**src/rtl/gesture_pkg.sv**
```systemverilog
// Shared definitions for the gesture classifier: class count, class
// index names and the scan sequencer state encoding.
package gesture_pkg;

    localparam int NUM_CLASSES       = 4;
    localparam int NUM_CELLS_DEFAULT = 1280;

    typedef enum logic [1:0] {
        CLS_UP    = 2'd0,
        CLS_DOWN  = 2'd1,
        CLS_LEFT  = 2'd2,
        CLS_RIGHT = 2'd3
    } class_e;

    typedef enum logic [2:0] {
        ST_IDLE   = 3'd0,
        ST_SCAN   = 3'd1,
        ST_DRAIN  = 3'd2,
        ST_ARGMAX = 3'd3,
        ST_HOLD   = 3'd4
    } state_e;

endpackage

```
**src/rtl/class_mac_lane.sv**
```systemverilog
// One class accumulator: adds count x weight each enabled cycle.
// The count is unsigned, the weight signed; both are widened to the
// accumulator width before multiplying, so the product is exact.
module class_mac_lane #(
    parameter int COUNT_BITS  = 8,
    parameter int WEIGHT_BITS = 8,
    parameter int ACC_BITS    = 28
) (
    input  logic                       clk,
    input  logic                       rst,
    input  logic                       clear,
    input  logic                       en,
    input  logic [COUNT_BITS-1:0]      feat_in,
    input  logic signed [WEIGHT_BITS-1:0] weight_in,
    output logic signed [ACC_BITS-1:0] acc
);

    logic signed [ACC_BITS-1:0] acc_q, acc_d;
    logic signed [ACC_BITS-1:0] feat_ext, weight_ext, prod;

    // Widen operands, form the product, and pick the next sum (clear beats add).
    always_comb begin
        feat_ext   = {{(ACC_BITS-COUNT_BITS){1'b0}}, feat_in};
        weight_ext = {{(ACC_BITS-WEIGHT_BITS){weight_in[WEIGHT_BITS-1]}}, weight_in};
        prod       = feat_ext * weight_ext;
        acc_d      = acc_q;
        if (clear) begin
            acc_d = '0;
        end else if (en) begin
            acc_d = acc_q + prod;
        end
    end

    // Accumulator register.
    always_ff @(posedge clk) begin
        if (rst) begin
            acc_q <= '0;
        end else begin
            acc_q <= acc_d;
        end
    end

    assign acc = acc_q;

endmodule

```
**src/rtl/class_score_sequencer.sv**
```systemverilog
// Scans every voxel-bin cell once, accumulating a weighted score per class,
// then picks the best class (ties to the lower index) and holds it on a
// valid/ready output.
// Result handshake: result_valid rises in HOLD and, together with
// result_class/result_score, stays stable until a cycle where
// result_valid && result_ready; the transfer happens on that edge.
module class_score_sequencer #(
    parameter int NUM_CELLS   = 1280,
    parameter int NUM_CLASSES = gesture_pkg::NUM_CLASSES,
    parameter int WEIGHT_BITS = 8,
    parameter int COUNT_BITS  = 8,
    parameter int ACC_BITS    = 28,
    localparam int ADDR_BITS  = $clog2(NUM_CELLS),
    localparam int CLS_BITS   = $clog2(NUM_CLASSES)
) (
    input  logic                               clk,
    input  logic                               rst,
    input  logic                               start,
    input  logic                               abort,
    output logic [ADDR_BITS-1:0]               cell_addr,
    input  logic [COUNT_BITS-1:0]              feat_in,
    input  logic [NUM_CLASSES*WEIGHT_BITS-1:0] weight_in,
    output logic                               busy,
    output logic                               result_valid,
    input  logic                               result_ready,
    output logic [CLS_BITS-1:0]                result_class,
    output logic signed [ACC_BITS-1:0]         result_score
);

    import gesture_pkg::*;

    // ARGMAX walks indices 0..NUM_CLASSES-1, then one extra step to register the result.
    localparam int ARG_BITS = $clog2(NUM_CLASSES + 1);
    localparam logic [ADDR_BITS-1:0] LAST_ADDR = ADDR_BITS'(NUM_CELLS - 1);
    localparam logic [ARG_BITS-1:0]  ARG_LAST  = ARG_BITS'(NUM_CLASSES);

    state_e                     state_q, state_d;
    logic [ADDR_BITS-1:0]       addr_q, addr_d;
    logic                       issue_q, issue_d;
    logic [ARG_BITS-1:0]        arg_idx_q, arg_idx_d;
    logic [CLS_BITS-1:0]        best_class_q, best_class_d;
    logic signed [ACC_BITS-1:0] best_score_q, best_score_d;
    logic [CLS_BITS-1:0]        res_class_q, res_class_d;
    logic signed [ACC_BITS-1:0] res_score_q, res_score_d;
    logic signed [ACC_BITS-1:0] cur_score;
    logic signed [ACC_BITS-1:0] acc [NUM_CLASSES];
    logic                       clear_acc;

    for (genvar k = 0; k < NUM_CLASSES; k++) begin : g_lane
        class_mac_lane #(
            .COUNT_BITS  (COUNT_BITS),
            .WEIGHT_BITS (WEIGHT_BITS),
            .ACC_BITS    (ACC_BITS)
        ) u_lane (
            .clk       (clk),
            .rst       (rst),
            .clear     (clear_acc),
            .en        (issue_q),
            .feat_in   (feat_in),
            .weight_in (weight_in[k*WEIGHT_BITS +: WEIGHT_BITS]),
            .acc       (acc[k])
        );
    end

    // Select the accumulator currently being compared in ARGMAX.
    always_comb begin
        cur_score = '0;
        for (int k = 0; k < NUM_CLASSES; k++) begin
            if (arg_idx_q == ARG_BITS'(k)) begin
                cur_score = acc[k];
            end
        end
    end

    // Sequencer next-state logic; abort is checked before end-of-scan so it wins.
    always_comb begin
        state_d      = state_q;
        addr_d       = addr_q;
        issue_d      = (state_q == ST_SCAN);
        arg_idx_d    = arg_idx_q;
        best_class_d = best_class_q;
        best_score_d = best_score_q;
        res_class_d  = res_class_q;
        res_score_d  = res_score_q;
        clear_acc    = 1'b0;
        case (state_q)
            ST_IDLE: begin
                if (start) begin
                    state_d   = ST_SCAN;
                    addr_d    = '0;
                    clear_acc = 1'b1;
                end
            end
            ST_SCAN: begin
                if (abort) begin
                    state_d = ST_IDLE;
                end else if (addr_q == LAST_ADDR) begin
                    state_d = ST_DRAIN;
                end else begin
                    addr_d = addr_q + ADDR_BITS'(1);
                end
            end
            ST_DRAIN: begin
                if (abort) begin
                    state_d = ST_IDLE;
                end else begin
                    state_d   = ST_ARGMAX;
                    arg_idx_d = '0;
                end
            end
            ST_ARGMAX: begin
                if (abort) begin
                    state_d = ST_IDLE;
                end else if (arg_idx_q == ARG_LAST) begin
                    res_class_d = best_class_q;
                    res_score_d = best_score_q;
                    state_d     = ST_HOLD;
                end else begin
                    if ((arg_idx_q == '0) || (cur_score > best_score_q)) begin
                        best_class_d = CLS_BITS'(arg_idx_q);
                        best_score_d = cur_score;
                    end
                    arg_idx_d = arg_idx_q + ARG_BITS'(1);
                end
            end
            ST_HOLD: begin
                if (result_ready) begin
                    state_d = ST_IDLE;
                end
            end
            default: state_d = ST_IDLE;
        endcase
    end

    // Sequencer registers.
    always_ff @(posedge clk) begin
        if (rst) begin
            state_q      <= ST_IDLE;
            addr_q       <= '0;
            issue_q      <= 1'b0;
            arg_idx_q    <= '0;
            best_class_q <= '0;
            best_score_q <= '0;
            res_class_q  <= '0;
            res_score_q  <= '0;
        end else begin
            state_q      <= state_d;
            addr_q       <= addr_d;
            issue_q      <= issue_d;
            arg_idx_q    <= arg_idx_d;
            best_class_q <= best_class_d;
            best_score_q <= best_score_d;
            res_class_q  <= res_class_d;
            res_score_q  <= res_score_d;
        end
    end

    assign cell_addr    = addr_q;
    assign busy         = (state_q != ST_IDLE);
    assign result_valid = (state_q == ST_HOLD);
    assign result_class = res_class_q;
    assign result_score = res_score_q;

endmodule

```
**config.mk**
```make
export PLATFORM = sky130hd
export DESIGN_NAME = class_score_sequencer
export DESIGN_NICKNAME = d
export VERILOG_FILES = /design/src/rtl/gesture_pkg.sv /design/src/rtl/class_mac_lane.sv /design/src/rtl/class_score_sequencer.sv
export SDC_FILE = /design/constraint.sdc
export NUM_CORES = 1
export LEC_CHECK = 0
export BUFFER_PORTS_ARGS = -buffer_cell sky130_fd_sc_hd__buf_2
export CAP_MARGIN = 20
export CORE_UTILIZATION = 60
export CTS_BUF_LIST = sky130_fd_sc_hd__clkbuf_8
export CTS_CLUSTER_DIAMETER = 80
export DETAILED_ROUTE_END_ITERATION = 10
export PLACE_DENSITY_LB_ADDON = 0.15
export SYNTH_ARGS = -nofsm -noshare
export SYNTH_HDL_FRONTEND = slang
export SYNTH_SLANG_ARGS = --single-unit
```
**constraint.sdc**
```tcl
create_clock -name clk -period 17 [get_ports clk]
set_clock_uncertainty 0.2 [all_clocks]
set_input_delay 1.7 -clock clk [delete_from_list [all_inputs] [get_ports clk]]
set_output_delay 1.7 -clock clk [all_outputs]
set_load 0.1 [all_outputs]
```
==> results of run 1 <==
## per-layer routing
layer,routed length (µm),vias up,GRT usage
met5,13,-,0
met4,1030,2,0.0732
met3,2670,80,0.0359
met2,27500,481,0.501
met1,23200,9408,0.364
li1,-,9580,-
## state kept, by name, summed over array words and instances (netlist names)
register and cells:
issue_q 1, state_q 3, result_score 28, cell_addr 11, best_score_q 28, best_class_q 2
g_lane.u_lane.acc 112, arg_idx_q 3, result_class 2
## path summary, 6_finish.rpt
check | start | slack [ns] | end | cells after the start
min | result_score[19] | 0.26 | result_score[19] | 2
max reg2reg | arg_idx_q[0] | 11.60 | best_score_q[13] | 20
max | feat_in[5] | 8.38 | g_lane[3].u_lane.acc[27] | 26
min reg2reg | result_score[19] | 0.26 | result_score[19] | 2
## cell type report
cell class	count	area (µm²)	area share
timing repair buffer	101	581	0.0243
clock buffer	17	234	0.00979
tap	504	631	0.0264
sequential	190	3810	0.159
inverter	307	1150	0.0482
multi-input combinational	2188	17300	0.726
clock inverter	15	154	0.00644
## stage by stage
step | worst slack [ns] | total power (µW) | instances | utilization | instance area (µm²)
5_1_grt | 7.87 | 2710 | 3322 | 0.648 | 23900
4_1_cts | 8.38 | 2500 | 3319 | 0.647 | 23800
6_report | 8.38 | 2490 | 3322 | 0.648 | 23900
3_5_place_dp | 7.89 | 2180 | 3287 | 0.636 | 23500
3_3_place_gp | 8.05 | 2140 | 3287 | 0.636 | 23500
2_1_floorplan | 8.40 | 1820 | 2791 | - | 22700
## tightest hold or removal path: cells and delay by family (launching register included)
family	cells	cell delay, ns
flip-flops	1	0.32
AND/OR/NAND/NOR	1	0.05
AO/OA/AOI/OAI	1	0.05
## logic make-up after synthesis
| group | after synthesis | share of synthesized area |
|---|---|---|
| adders and majority gates | 482 | 0.316 |
| buffers and inverters | 413 | 0.0686 |
| DFF | 190 | 0.168 |
| muxes | 57 | 0.0252 |
| and+or+nand+nor | 860 | 0.184 |
| xor gates and xnor gates | 128 | 0.0495 |
| AOI/OAI and AO/OA | 661 | 0.189 |
## report_power, final
part	switching (µW)	internal [µW]	leakage (µW)	total, µW
Clock	185	122	0.000203	307
Sequential	21.2	463	0.00154	485
Combinational	975	722	0.00981	1700
## cells in the final DEF (no fill, tap or decap), types with 33 or more instances in the layout
cell type | synthesis | routed
a211oi_1 | 35 | 34
a21o_1 | 78 | 77
and2_1 | 171 | 171
o21ai_0 | 143 | 143
dfxtp_1 | 190 | 189
inv_1 | 307 | 308
xor2_1 | 38 | 38
a311oi_1 | 33 | 33
xnor2_1 | 90 | 90
nand3_1 | 40 | 39
a21oi_1 | 195 | 195
fa_1 | 152 | 152
buf_2 | 4 | 87
ha_1 | 330 | 330
nor2_1 | 197 | 194
nand2_1 | 279 | 279
mux2i_1 | 57 | 57
==> impl_results.md, run 1 <==
* Inserted Clock Buffers at 17
* Netlist cell types at 72
* FILL cells at 3,187
* Clk_lat worst skew at 0.49 ns
* Vias in the first global route at 18,900
* Syn-to-layout area delta at 5.43%
* Ratio of final minimum period to clock period at 0.507
* Hold Vio Cnt, Final at 0
* Die Area at 0.0386 mm²
* Fmax at 116 MHz
* Yosys reg bits at 190
* Delay-heaviest family, CP: adder cells
* Core area at 0.0369 mm²
* Final setup violation count at 0
* Initial Util at 0.615
* Max VDD drop at 0.0965 mV
* Drt wl/cell at 16.4 µm
* Layout cell share with drive strength beyond 1 at 0.0582
* Nature of the critical path startpoint: primary input
* Yosys warning total at 0
* Yosys top cell by area: ha_1
* Row cnt at 70
* Post-synth EDFFs at 0
* Hold WC Path Type: reg2reg
* Vias at 19,600
* Post-synthesis async set-or-reset flop share at 0
* Max-Cap Viols at 0
* Post-CTS setup buffers at 0
* H-tree depth at 4
* Final #Nets at 3,332
* First-pass GRT wire length at 89.9 mm
* Largest net degree at the start of global routing at 72
* Initial antenna violation count at 1
* Cell count after synthesis at 2,791
* Worst Path Required at 17.22 ns
* Post-route ant nets at 0
* Setup TNS at 0 ns
* CTS resizes at 0
* Total GRT Usage at 0.283
* Clock transition at path regs at 0.11 ns
* Seq/Total Area, Yosys at 0.168
* Global route overflow at 0
* Most common cell in the netlist: ha_1
* Slew headroom at 0.315
* Most area-consuming cells after synthesis: ha_1, dfxtp_1, fa_1
* Least-Margin Pin Slew at 1.03 ns
* Clock Path Buffers at 2
* Die span in y at 196 µm
* Unrepaired setup endpoints after global routing: no
* Main flop type after synthesis: dfxtp_1
* WHS at 0.257 ns
* Slowest-stage cell, CP: fa_1
* Outcome: completed
* Critical path type: in2reg
* Crit path buf inv count at 5
* Crit end category: register
* Hpwl dp at 42.2 mm
* Clk root buf: clkbuf_8
* Top cells by count, synth: ha_1, inv_1, nand2_1, nor2_1, a21oi_1
* Die Wd at 196 µm
* P_leak at 0.0116 µW
* # diodes at 0
* Average size of a mapped cell at 8.12 µm²
* Final Max Tran Viols at 0
* Ports at 88
* Max incr delay on CP at 0.55 ns
* Sink Count at 190
* CTS tree: built
* Vias/cell at 5.89
* Initial DRC count at 1,197
* Critical Path Fanout Max at 32
* Critical Path AT at 8.84 ns
* PortBufs at 87
* Gp weighted congestion at 0.941
* Drt drc at 0
* PD cells at 104 mW/mm²
* Router iterations before antenna repair at 5
* Share of the synthesized area in the top cell type at 0.182
* Final WL at 54.5 mm
* Hold buffer count at CTS at 0
* Syn nets at 3,318
* Mapped Area at 0.0227 mm²
* Final Critical Period at 8.62 ns
Power figures use the tool's default switching activity.
==> run 2: changes to the inputs <==
Clock period 17 ns to 8.6 ns, I/O delays scaled along.
==> impl_results.md, run 2 (synthesis gave the netlist of run 1 again) <==
* Max-Cap Viols at 0 (unchanged)
* Largest register FFs at 112 (unchanged)
* Ports at 88 (unchanged)
* Die span in y at 196 µm (unchanged)
* Slew headroom at 0.249 (-0.0660)
* First-pass GRT wire length at 90.4 mm (+0.57%)
* CTS tree: built
* Comb pwr share at 0.680 (-0.002)
* Least-Margin Pin Slew at 1.13 ns (+0.0990 ns)
* Initial Util at 0.615 (unchanged)
* Wl on met1 at 24.1 mm (+3.9%)
* Inserted Clock Buffers at 17 (unchanged)
* H-tree depth at 4 (unchanged)
* Ratio of final minimum period to clock period at 0.888
* Initial antenna violation count at 0 (-1)
* PD cells at 206 mW/mm² (+98%)
* Row cnt at 70 (unchanged)
* PortBufs at 87 (unchanged)
* Largest net degree at the start of global routing at 72 (unchanged)
* Switching Fraction at 0.470 (-0.00482)
* Clk_lat worst skew at 0.52 ns (+0.03 ns)
* Post-CTS setup buffers at 0 (unchanged)
* Flop pwr share at 0.193 (-0.002)
* FILL cells at 3,205 (+0.56%)
* WHS at 0.253 ns (-0.00384 ns)
* Drt wl/cell at 16.5 µm (+0.72%)
* Vias in the first global route at 18,900 (-0.026%)
* Clk root buf: clkbuf_8
* CTS resizes at 0 (unchanged)
* Layout cell share with drive strength beyond 1 at 0.0612 (+0.00298)
* Final setup violation count at 0 (unchanged)
* R2R cell count at 20 (unchanged)
* Final WL at 55.0 mm (+1.0%)
* Final Max Tran Viols at 0 (unchanged)
* Top routing layer in use: met4
* Die Area at 0.0386 mm² (unchanged)
* Met2 wire len at 27.1 mm (-1.4%)
* Critical path type: in2reg
* Outcome: completed
* Final non-filler cell total at 3,332 (+0.30%)
* Routed met3 length at 2.60 mm (-2.5%)
* Hpwl dp at 43.2 mm (+2.3%)
* Nature of the critical path startpoint: primary input
* Gp weighted congestion at 0.895 (-4.9%)
* Post-route ant nets at 0 (unchanged)
* Initial DRC count at 1,103 (-7.9%)
* Syn-to-layout area delta at 5.80%
* Worst Path Required at 8.86 ns (-8.36 ns)
* Vias at 19,500 (-0.25%)
* Hold buffer count at CTS at 0 (unchanged)
* Unrepaired setup endpoints after global routing: no
* Core area at 0.0369 mm² (unchanged)
* Vias/cell at 5.85 (-0.54%)
* P_leak at 0.0116 µW (+0.46%)
* # diodes at 0 (unchanged)
* Hold Path End: result_score[6]
* Crit end category: register
* Worst R2R End: best_score_q[6]
* Critical Path Fanout Max at 18 (-44%)
* Max VDD drop at 0.209 mV (+120%)
* Fmax at 131 MHz
* Critical Path AT at 7.90 ns (-0.94 ns)
* Placed Cells at 3,297 (+0.30%)
* Setup TNS at 0 ns (unchanged)
* Switch Pwr at 2320 µW (+97%)
* Most frequent cells in the layout: ha_1, inv_1, nand2_1
* Final Util at 0.650 (+0.00224)
* Clock Path Buffers at 2 (unchanged)
* Router iterations before antenna repair at 7 (+2)
* Hold WC Path Type: reg2reg
* Most common cell after layout, fill and taps aside: ha_1
* Final Critical Period at 7.64 ns
* Final #Nets at 3,342 (+0.30%)
* WHS Path Cells at 2 (unchanged)
* Drt drc at 0 (unchanged)
* Die Wd at 196 µm (unchanged)
* Sink Count at 190 (unchanged)
* Pint at 2620 µW (+100%)
* FF-to-FF Start: arg_idx_q[0]
* Hold_sp: result_score[6]
* Hold Vio Cnt, Final at 0 (unchanged)
* Global route overflow at 0 (unchanged)
* Clock share of power at 0.127 (+0.004)
* Total GRT Usage at 0.288 (+0.00416)
* Worst reg2reg setup slack at 3.42 ns (-8.18 ns)
* Clock transition at path regs at 0.11 ns (about the same)
run 2: cell count changes in the layout (fill, tap and decap cells not counted), sizes merged:
cell,previous run,this run
buf,101,111
bufinv,1,2
clkbuf,17,18
clkinv,4,3
inv,316,315
run 2: how the worst max path moves through the flow:
stage | from | endpoint | cells past startpoint
5_1_grt | feat_in[2] | g_lane[3].u_lane.acc[27] | 26
6_report | feat_in[7] | g_lane[3].u_lane.acc[27] | 26
3_3_place_gp | feat_in[7] | g_lane[3].u_lane.acc[27] | 26
2_1_floorplan | feat_in[7] | g_lane[2].u_lane.acc[27] | 24
3_5_place_dp | feat_in[1] | g_lane[3].u_lane.acc[27] | 26
4_1_cts | feat_in[1] | g_lane[3].u_lane.acc[27] | 26
run 2: area by class of cell:
cell class	count	area, µm²	share of cell area
clock inverters	14	155	0.00647
multi-input cells	2188	17300	0.723
well taps	504	631	0.0263
inverters	307	1150	0.0480
clock buffers	18	248	0.0103
flip-flops and latches	190	3810	0.159
repair buffers	111	648	0.0270
run 2: per-layer routing:
| metal | vias to the layer above | GRT usage |
|---|---|---|
| li1 | 9594 | - |
| met1 | 9354 | 0.370 |
| met2 | 473 | 0.499 |
| met3 | 82 | 0.0448 |
| met4 | 0 | 0.0796 |
| met5 | - | 0 |
run 2: per-stage QoR:
step	worst slack, ns	cell area [µm²]	power, µW
after floorplan	0.841	22700	3600
after global placement	0.637	23500	4230
after detailed placement	0.444	23500	4310
after CTS	0.983	23900	4950
after global routing	0.534	24000	5400
final	0.959	24000	4940
run 2: power by group through the flow:
stage	Clock (µW)	Combinational (µW)	Sequential [µW]
floorplan	0	2630	961
CTS	637	3360	954
global route	676	3760	960
finish	628	3360	955
detailed placement	0	3340	974
global placement	0	3260	973
run 2: worst max-delay path, cell delays in order:
cell     delay (ns)
buf_2          0.33
nand2_1        0.14
fa_1           0.52
fa_1           0.51
inv_1          0.05
fa_1           0.53
inv_1          0.05
fa_1           0.48
inv_1          0.04
ha_1           0.32
o21a_1         0.19
o31a_1         0.14
o41ai_2        0.35
o211a_1        0.27
or3_1          0.15
nand2_1        0.10
inv_1          0.43
ha_1           0.38
a21oi_1        0.19
and2_1         0.16
or3b_1         0.33
o21ai_0        0.33
o21ai_0        0.18
or4_1          0.52
a31o_2         0.22
a21oi_1        0.11
